$ cat config.mk
export PLATFORM = sky130hd
export DESIGN_NAME = perceptron_train_ctrl
export DESIGN_NICKNAME = d
export VERILOG_FILES = /design/src/rtl/perceptron_train_ctrl.sv
export SDC_FILE = /design/constraint.sdc
export NUM_CORES = 1
export LEC_CHECK = 0
export CAP_MARGIN = 25
export CORE_MARGIN = 4
export CORE_UTILIZATION = 42
export DETAILED_ROUTE_END_ITERATION = 6
export GPL_TIMING_DRIVEN = 0
export PLACE_DENSITY = 0.78
export RECOVER_POWER = 25
export SYNTH_ARGS = -nofsm -noshare
export SYNTH_HDL_FRONTEND = slang
export SYNTH_SLANG_ARGS = --single-unit
$ cat constraint.sdc
create_clock -name clk -period 2.6 [get_ports clk]
set_input_delay 0.65 -clock clk [delete_from_list [all_inputs] [get_ports clk]]
set_output_delay 0.65 -clock clk [all_outputs]
set_load 0.02 [all_outputs]
$ cat src/rtl/perceptron_train_ctrl.sv
// Training sequencer for the FP16 perceptron datapath; owns weights w0..w2.
// Optional `PTC_EARLY_STOP_EN`: end the run at the first zero-error epoch.
module perceptron_train_ctrl #(
    parameter int NS        = 4,
    parameter int DP_LAT    = 2,
    parameter int MAX_EPOCH = 16,
    parameter int EW        = 8
) (
    input  logic                     clk,
    input  logic                     reset,
    input  logic                     start,
    input  logic                     abort,
    input  logic [15:0]              w0_init,
    input  logic [15:0]              w1_init,
    input  logic [15:0]              w2_init,
    input  logic [15:0]              d_sample,
    input  logic [15:0]              y_act,
    input  logic [15:0]              w0_new,
    input  logic [15:0]              w1_new,
    input  logic [15:0]              w2_new,
    output logic [$clog2(NS)-1:0]    sample_idx,
    output logic                     dp_en,
    output logic [15:0]              w0,
    output logic [15:0]              w1,
    output logic [15:0]              w2,
    output logic                     busy,
    output logic                     done,
    output logic                     converged,
    output logic [EW-1:0]            epoch_count,
    output logic [$clog2(NS+1)-1:0]  last_err
);

    localparam int IW = $clog2(NS);
    localparam int EC = $clog2(NS + 1);
    localparam int WW = (DP_LAT > 1) ? $clog2(DP_LAT) : 1;

    localparam logic [IW-1:0] IDX_LAST = IW'(NS - 1);
    localparam logic [WW-1:0] W_LAST   = WW'(DP_LAT - 1);
    localparam logic [EW:0]   EP_LAST  = (EW + 1)'(MAX_EPOCH);

`ifdef PTC_EARLY_STOP_EN
    localparam bit EARLY_STOP = 1'b1;
`else
    localparam bit EARLY_STOP = 1'b0;
`endif

    typedef enum logic [2:0] {
        S_IDLE,
        S_LOAD,
        S_EVAL,
        S_UPDATE,
        S_CHECK,
        S_DONE
    } state_t;

    state_t        state;
    logic [WW-1:0] wcnt;
    logic [EC-1:0] err;
    logic          mismatch;
    logic [EW:0]   ep_inc;
    logic [EW-1:0] ep_sat;

    assign mismatch = (y_act != d_sample);
    assign ep_inc   = {1'b0, epoch_count} + (EW + 1)'(1);
    // Saturate rather than wrap so a long run never reports a small count.
    assign ep_sat   = (&epoch_count) ? epoch_count : ep_inc[EW-1:0];

    always_ff @(posedge clk) begin
        if (reset) begin
            state       <= S_IDLE;
            wcnt        <= '0;
            err         <= '0;
            sample_idx  <= '0;
            dp_en       <= 1'b0;
            w0          <= 16'h0000;
            w1          <= 16'h0000;
            w2          <= 16'h0000;
            busy        <= 1'b0;
            done        <= 1'b0;
            converged   <= 1'b0;
            epoch_count <= '0;
            last_err    <= '0;
        end else if (abort && state != S_IDLE) begin
            state     <= S_IDLE;
            wcnt      <= '0;
            dp_en     <= 1'b0;
            busy      <= 1'b0;
            done      <= 1'b0;
            converged <= 1'b0;
        end else begin
            case (state)
                S_IDLE: begin
                    done <= 1'b0;
                    if (start && !abort) begin
                        state <= S_LOAD;
                        busy  <= 1'b1;
                    end
                end
                S_LOAD: begin
                    w0          <= w0_init;
                    w1          <= w1_init;
                    w2          <= w2_init;
                    sample_idx  <= '0;
                    epoch_count <= '0;
                    err         <= '0;
                    wcnt        <= '0;
                    converged   <= 1'b0;
                    dp_en       <= 1'b1;
                    state       <= S_EVAL;
                end
                S_EVAL: begin
                    if (wcnt == W_LAST) begin
                        wcnt  <= '0;
                        state <= S_UPDATE;
                    end else begin
                        wcnt <= wcnt + WW'(1);
                    end
                end
                S_UPDATE: begin
                    if (mismatch) begin
                        w0  <= w0_new;
                        w1  <= w1_new;
                        w2  <= w2_new;
                        err <= err + EC'(1);
                    end
                    if (sample_idx == IDX_LAST) begin
                        dp_en <= 1'b0;
                        state <= S_CHECK;
                    end else begin
                        sample_idx <= sample_idx + IW'(1);
                        state      <= S_EVAL;
                    end
                end
                S_CHECK: begin
                    epoch_count <= ep_sat;
                    last_err    <= err;
                    if (EARLY_STOP && err == '0) begin
                        converged <= 1'b1;
                        done      <= 1'b1;
                        state     <= S_DONE;
                    end else if (ep_inc == EP_LAST) begin
                        converged <= (err == '0);
                        done      <= 1'b1;
                        state     <= S_DONE;
                    end else begin
                        sample_idx <= '0;
                        err        <= '0;
                        dp_en      <= 1'b1;
                        state      <= S_EVAL;
                    end
                end
                S_DONE: begin
                    done  <= 1'b0;
                    busy  <= 1'b0;
                    state <= S_IDLE;
                end
                default: begin
                    state <= S_IDLE;
                    busy  <= 1'b0;
                    dp_en <= 1'b0;
                    done  <= 1'b0;
                end
            endcase
        end
    end

endmodule

**Word-level counts from Yosys, hierarchy flattened**

Index checks and enable logic that the tools add are counted.

- Bits in registers: 72
- Output and inout port bits: 65
- Input port bits: 132
- Logic and storage cells: 92

- Reductions and logical operators: 25
- Muxes and demuxes: 30
- $add $sub $neg: 4
- Equal/unequal tests: 16
- Bitwise logic cells: 4

Operators with widths:

| cell | count |
|---|---|
| 16-bit one-hot mux with 2 select lines | 3 |
| 16-bit two-way mux | 3 |
| 3-bit two-way mux | 6 |
| 16-bit inequality test | 1 |
| 2-bit inequality test (second input constant) | 8 |
| 8-bit one-hot mux with 2 select lines | 1 |
| 3-bit one-hot mux with 5 select lines | 1 |
| 2-bit AND reduction | 5 |
| 8-bit by 1-bit adder with 9-bit output (second input constant) | 1 |
| 9-bit by 5-bit == test with 1-bit output (second input constant) | 1 |
| 3-bit one-hot mux with 3 select lines | 1 |
| 3-bit AND reduction | 3 |
| 8-bit two-way mux | 1 |
| 1-bit one-hot mux with 2 select lines | 4 |
| 4-bit AND reduction | 2 |
| 8-bit AND reduction | 1 |
| 3-bit by 2-bit == test with 1-bit output (second input constant) | 2 |
| 3-bit == test (second input constant) | 2 |
| 3-bit zero test | 2 |
| 1-bit two-way mux | 6 |
| 2-bit one-hot mux with 3 select lines | 1 |
| 2-bit nonzero test | 3 |
| 3-bit nonzero test | 2 |
| 3-bit OR reduction | 2 |
| 12 further kinds | 17 |

**Depth between registers and ports, before layout**

- Depth after elaboration: 4
- Mapped depth: 8
- Mapped depth without buffers: 6

**Least setup slack after synthesis**

Ideal clock, no wire load.

- Kind: in2reg
- Start point: input port d_sample[14]
- End point: register w0[10]
- Arrival time: 2065 ps
- Path slack: 401 ps
- Required time: 2466 ps
- Cell stages on the path: 7
- Path buffers: 2
- Library setup time: 134 ps
- Cells stage by stage: xnor2_1 -> nand4_1 -> or4_1 -> o21ai_1 -> buf_4 -> buf_6 -> a211oi_1

- Word-level cells in the longest chain between the ends: 3

Ends and longest elaborated chain:

| what | RTL line | text |
|---|---|---|
| start: declaration | 16 | `input logic [15:0] d_sample,` |
| 16-bit inequality test | 63 | `assign mismatch = (y_act != d_sample);` |
| 2-bit inequality test (no line) | - |  |
| 3-bit AND reduction (no line) | - |  |
| end signal: assignment | 100 | `w0 <= w0_init;` |
| end signal: assignment | 121 | `w0 <= w0_new;` |
| end: declaration | 23 | `output logic [15:0] w0,` |

Every way passes these cells.
A chain may end at the register's enable or synchronous reset.

**Worst setup path in the final report**

- Start point: input port d_sample[8]
- End point: register w2[6]

- Word-level cells in the longest chain between the ends: 3

Ends and longest elaborated chain:

| what | RTL line | text |
|---|---|---|
| 16-bit inequality test | 63 |  |
| 2-bit inequality test (no line) | - |  |
| 3-bit AND reduction (no line) | - |  |
| end signal: assignment | 102 | `w2 <= w2_init;` |
| end signal: assignment | 123 | `w2 <= w2_new;` |
| end: declaration | 25 | `output logic [15:0] w2,` |

Every way passes these cells.

==> impl_summary.md <==
Run status
The flow ran to the end, and the final reports show no timing, DRC or antenna violations.

STA
Setup repair after global routing left no endpoint under its margin. The number of setup violations in the final report is 0. The post-route fraction of the period consumed by the critical path is 96.4%.

The clock period minus final worst setup slack is 2.51 ns. On the final layout, the worst hold slack is 0.456 ns. The max-slew violation total from the final report was 0. The largest clock skew in the final design is 0.00708 ns. In this run the tightest slew margin relative to its limit is 37.0%.

The number of hold violations in the final report is 0. The worst-margin pin slew is 0.940 ns. Timing would allow up to 399 MHz. The sum of negative setup slack is 0 ns.

Route
In the detailed route, the total length drawn on met3 is 1.27 mm. Using the TritonRoute via totals, the vias-per-cell ratio works out to 5.30. The detailed router used layers up to and including met5. The final routed wirelength across all metal layers is 14.1 mm. After the first detailed-routing iteration, the DRC count stood at 197.

The first detailed-routing pass took 5 iterations. After detailed routing, the met2 layer carries 6.98 mm of wire. The total via count in the routed design is 4,619. The routed length on met1 is 5.48 mm. After detailed routing, the number of remaining DRC violations is 0. The count of nets left with antenna violations once routing finished came out at 0. After detailed routing, the average wire length per cell comes to 16.2 um.

Yosys
The fraction of registers with async set or reset after synthesis is 0%. The distinct cell type count after synthesis is 46. The most instantiated flip-flop cell in the synthesis netlist is dfxtp_1. The average cell area after synthesis is 8.03 um2. The number of enable flip-flop cells after synthesis is 0. The synthesized design contains 72 register bits. Of the synthesized area, sequential elements account for 34.1%. The cell area after technology mapping is 0.00422 mm2. The net count after synthesis is 663. The top cell type's share of synthesized area is 34.1%. The cell accounting for the most synthesized area is dfxtp_1.

After technology mapping, the gate count stands at 526. The synthesis warning total is 0. In the post-synthesis netlist, the biggest area contributors are dfxtp_1 (34%), mux2i_1 (13%), a211oi_1 (10%), a21oi_1 (7.3%), nand2_1 (6.0%).

Hold path
The worst hold path class is flop to flop. The cell count of the worst hold path is 2.

Critical path
The worst register-to-register path has a depth of 6. For the worst setup path, the data required time is 2.81 ns. The flop-to-flop setup slack is 0.23 ns. STA puts the critical path data arrival time at 2.71 ns. The critical path start-end classification is input pin to flop. Along the worst path, the maximum fanout reaches 10. The kind of start point of the critical path is an input pin.

The endpoint kind of the worst setup timing path is a flop.

GRT
Entering global routing, the biggest net connects 13 pins. The wire length of the first global-routing pass is 22.3 mm. After global routing the overflow that remains totals 0. Global routing used 23.9% of the available tracks across all layers. The number of antenna violations at the first check in global routing was 1. The via count of the first global-routing pass is 4,787.

CTS
Clock tree synthesis selected as its root buffer the cell clkbuf_8. Post-CTS timing repair inserted 0 buffers for setup. The number of buffers inserted by hold repair at cts is 0.

No sink is reached through more buffers than the 2 on the longest clock path. The clock tree synthesis step divided the H-tree into 3 levels. TritonCTS built the clock tree. After clock tree synthesis, the clock-pin slew on the worst setup and hold paths is 0.08 ns. The insertion delay of the later-clocked pin in the worst-skew pair is 0.35 ns. The number of clock buffers inserted by TritonCTS is 9. CTS saw 72 sinks.

Die
The number of placement rows is 36. The die covers 0.0117 mm2. The die is 108 um tall. The die is 108 um wide. The initial utilization of the core area, before any placement, comes to 43.2%.

The placeable core region is 0.00977 mm2. In this run the count of I/O pins placed on the die edge is 197.

Final layout
Fill cells in the final layout number 837. The number of antenna diodes in the final layout is 0. The library cell used most frequently in the layout, excluding fill and tap cells, is clkdlybuf4s50_1.

In the layout the commonest cells are clkdlybuf4s50_1 (163), dfxtp_1 (72), nand2_1 (67). Compared with the post-synthesis result, the final layout area differs by 56.2%. Across the whole layout, storage elements account for 0.00144 mm2. In the final layout, the multi-input gates occupy 0.00238 mm2. For this run, the post-layout net count is 870.

The final standard cell area without fillers is 0.00660 mm2. The proportion of layout cells with a drive suffix above 1 is 5.96%.

Power and ir drop
In this run the power density over the cells is 408 mW/mm2. The peak ir drop on the vdd network is 0.242 mV. The static leakage power is 2.69 nW.

Place
The count of port buffers added during placement is 196. Once placement finished, the instance area stood at 0.00635 mm2. The weighted congestion reported at the end of routability-driven placement is 0.902.

The post-detailed-placement half-perimeter wirelength is 11.3 mm.

Flow run
The number of max-cap violations is 0.
## layout make-up
type                    count  share of cell area (%)
plain buffers              44                    3.34
clock buffers              11                    2.14
clock inverters             5                    1.19
inverters                  55                    3.13
multi-input cells         355                    36.1
flip-flops and latches     72                    21.8
well taps                 133                    2.52
repair buffers            196                    29.7
## Yosys cell counts, types with 4 or more instances
cell type	number
mux2i_1	53
nand3_1	8
nand2_1	67
nand4_1	7
ha_1	5
a211oi_1	57
a311oi_1	5
a21oi_1	62
dfxtp_1	72
inv_1	55
xnor2_1	17
nor2_1	21
nand2b_1	7
clkbuf_1	28
buf_6	4
buf_2	9
o21ai_0	7
## logic make-up (layout without fill, tap and decap cells)
logic type,Yosys count,count (layout),share of synthesized area [%]
AO/OA/AOI/OAI,153,153,24.3
AND/OR/NAND/NOR,126,126,13.9
buffers and inverters,99,311,9.87
flip-flops,72,72,34.1
multiplexers,53,53,12.6
XOR/XNOR,18,18,3.73
adder cells (fa/ha/maj),5,5,1.48
## state kept, by name, indices dropped and copies added, names as in the netlist
| register | cells |
|---|---|
| w0 | 16 |
| w1 | 16 |
| w2 | 16 |
| epoch_count | 8 |
| err | 3 |
| last_err | 3 |
| state | 3 |
| sample_idx | 2 |
| busy | 1 |
| converged | 1 |
| done | 1 |
| dp_en | 1 |
| wcnt | 1 |
## per-layer routing
metal	GRT usage [%]	up-vias
li1	-	2261
met2	42.0	207
met4	10.3	2
met1	27.2	2119
met3	6.51	30
met5	0	-
## path summary, 6_finish.rpt
kind	endpoint	start
min reg2reg	w0[11]$_SDFFE_PP0P_	w0[11]$_SDFFE_PP0P_
min	w0[11]$_SDFFE_PP0P_	w0[11]$_SDFFE_PP0P_
max	w2[6]$_SDFFE_PP0P_	d_sample[8]
max reg2reg	err[1]$_SDFFE_PP0P_	epoch_count[0]$_SDFFE_PP0P_
## critical path, stage by stage
cell	delay (ns)
clkdlybuf4s50_1	0.48
xnor2_1	0.12
nand4_1	0.20
or4_4	0.63
o21ai_2	0.21
buf_6	0.18
buf_6	0.15
a211oi_1	0.09
## stage by stage
step                      worst slack (ns)  cells  power (mW)  utilization, %
after global placement              -0.348    855        1.71            65.0
final                               0.0948    871        2.69            67.5
after CTS                           0.0362    871        2.71            67.4
after detailed placement            -0.445    855        1.72            65.0
after floorplan                      0.401    526        1.40               -
after global routing                0.0218    871        2.80            67.5
## where the power goes
part           internal (mW)  leakage [nW]  total [mW]  switching [mW]
Combinational          0.302          1.99       0.532           0.230
Sequential              1.14         0.584        1.16          0.0214
Clock                  0.568         0.114        1.00           0.436
Total                   2.01          2.69        2.69           0.687
## what timing repair did
item                                    4_1_cts  5_1_grt
resized for setup                             2       12
endpoints found under the setup margin       12       40
pin swaps                                     0        1
No activity file was read; power rests on OpenSTA's default activity.
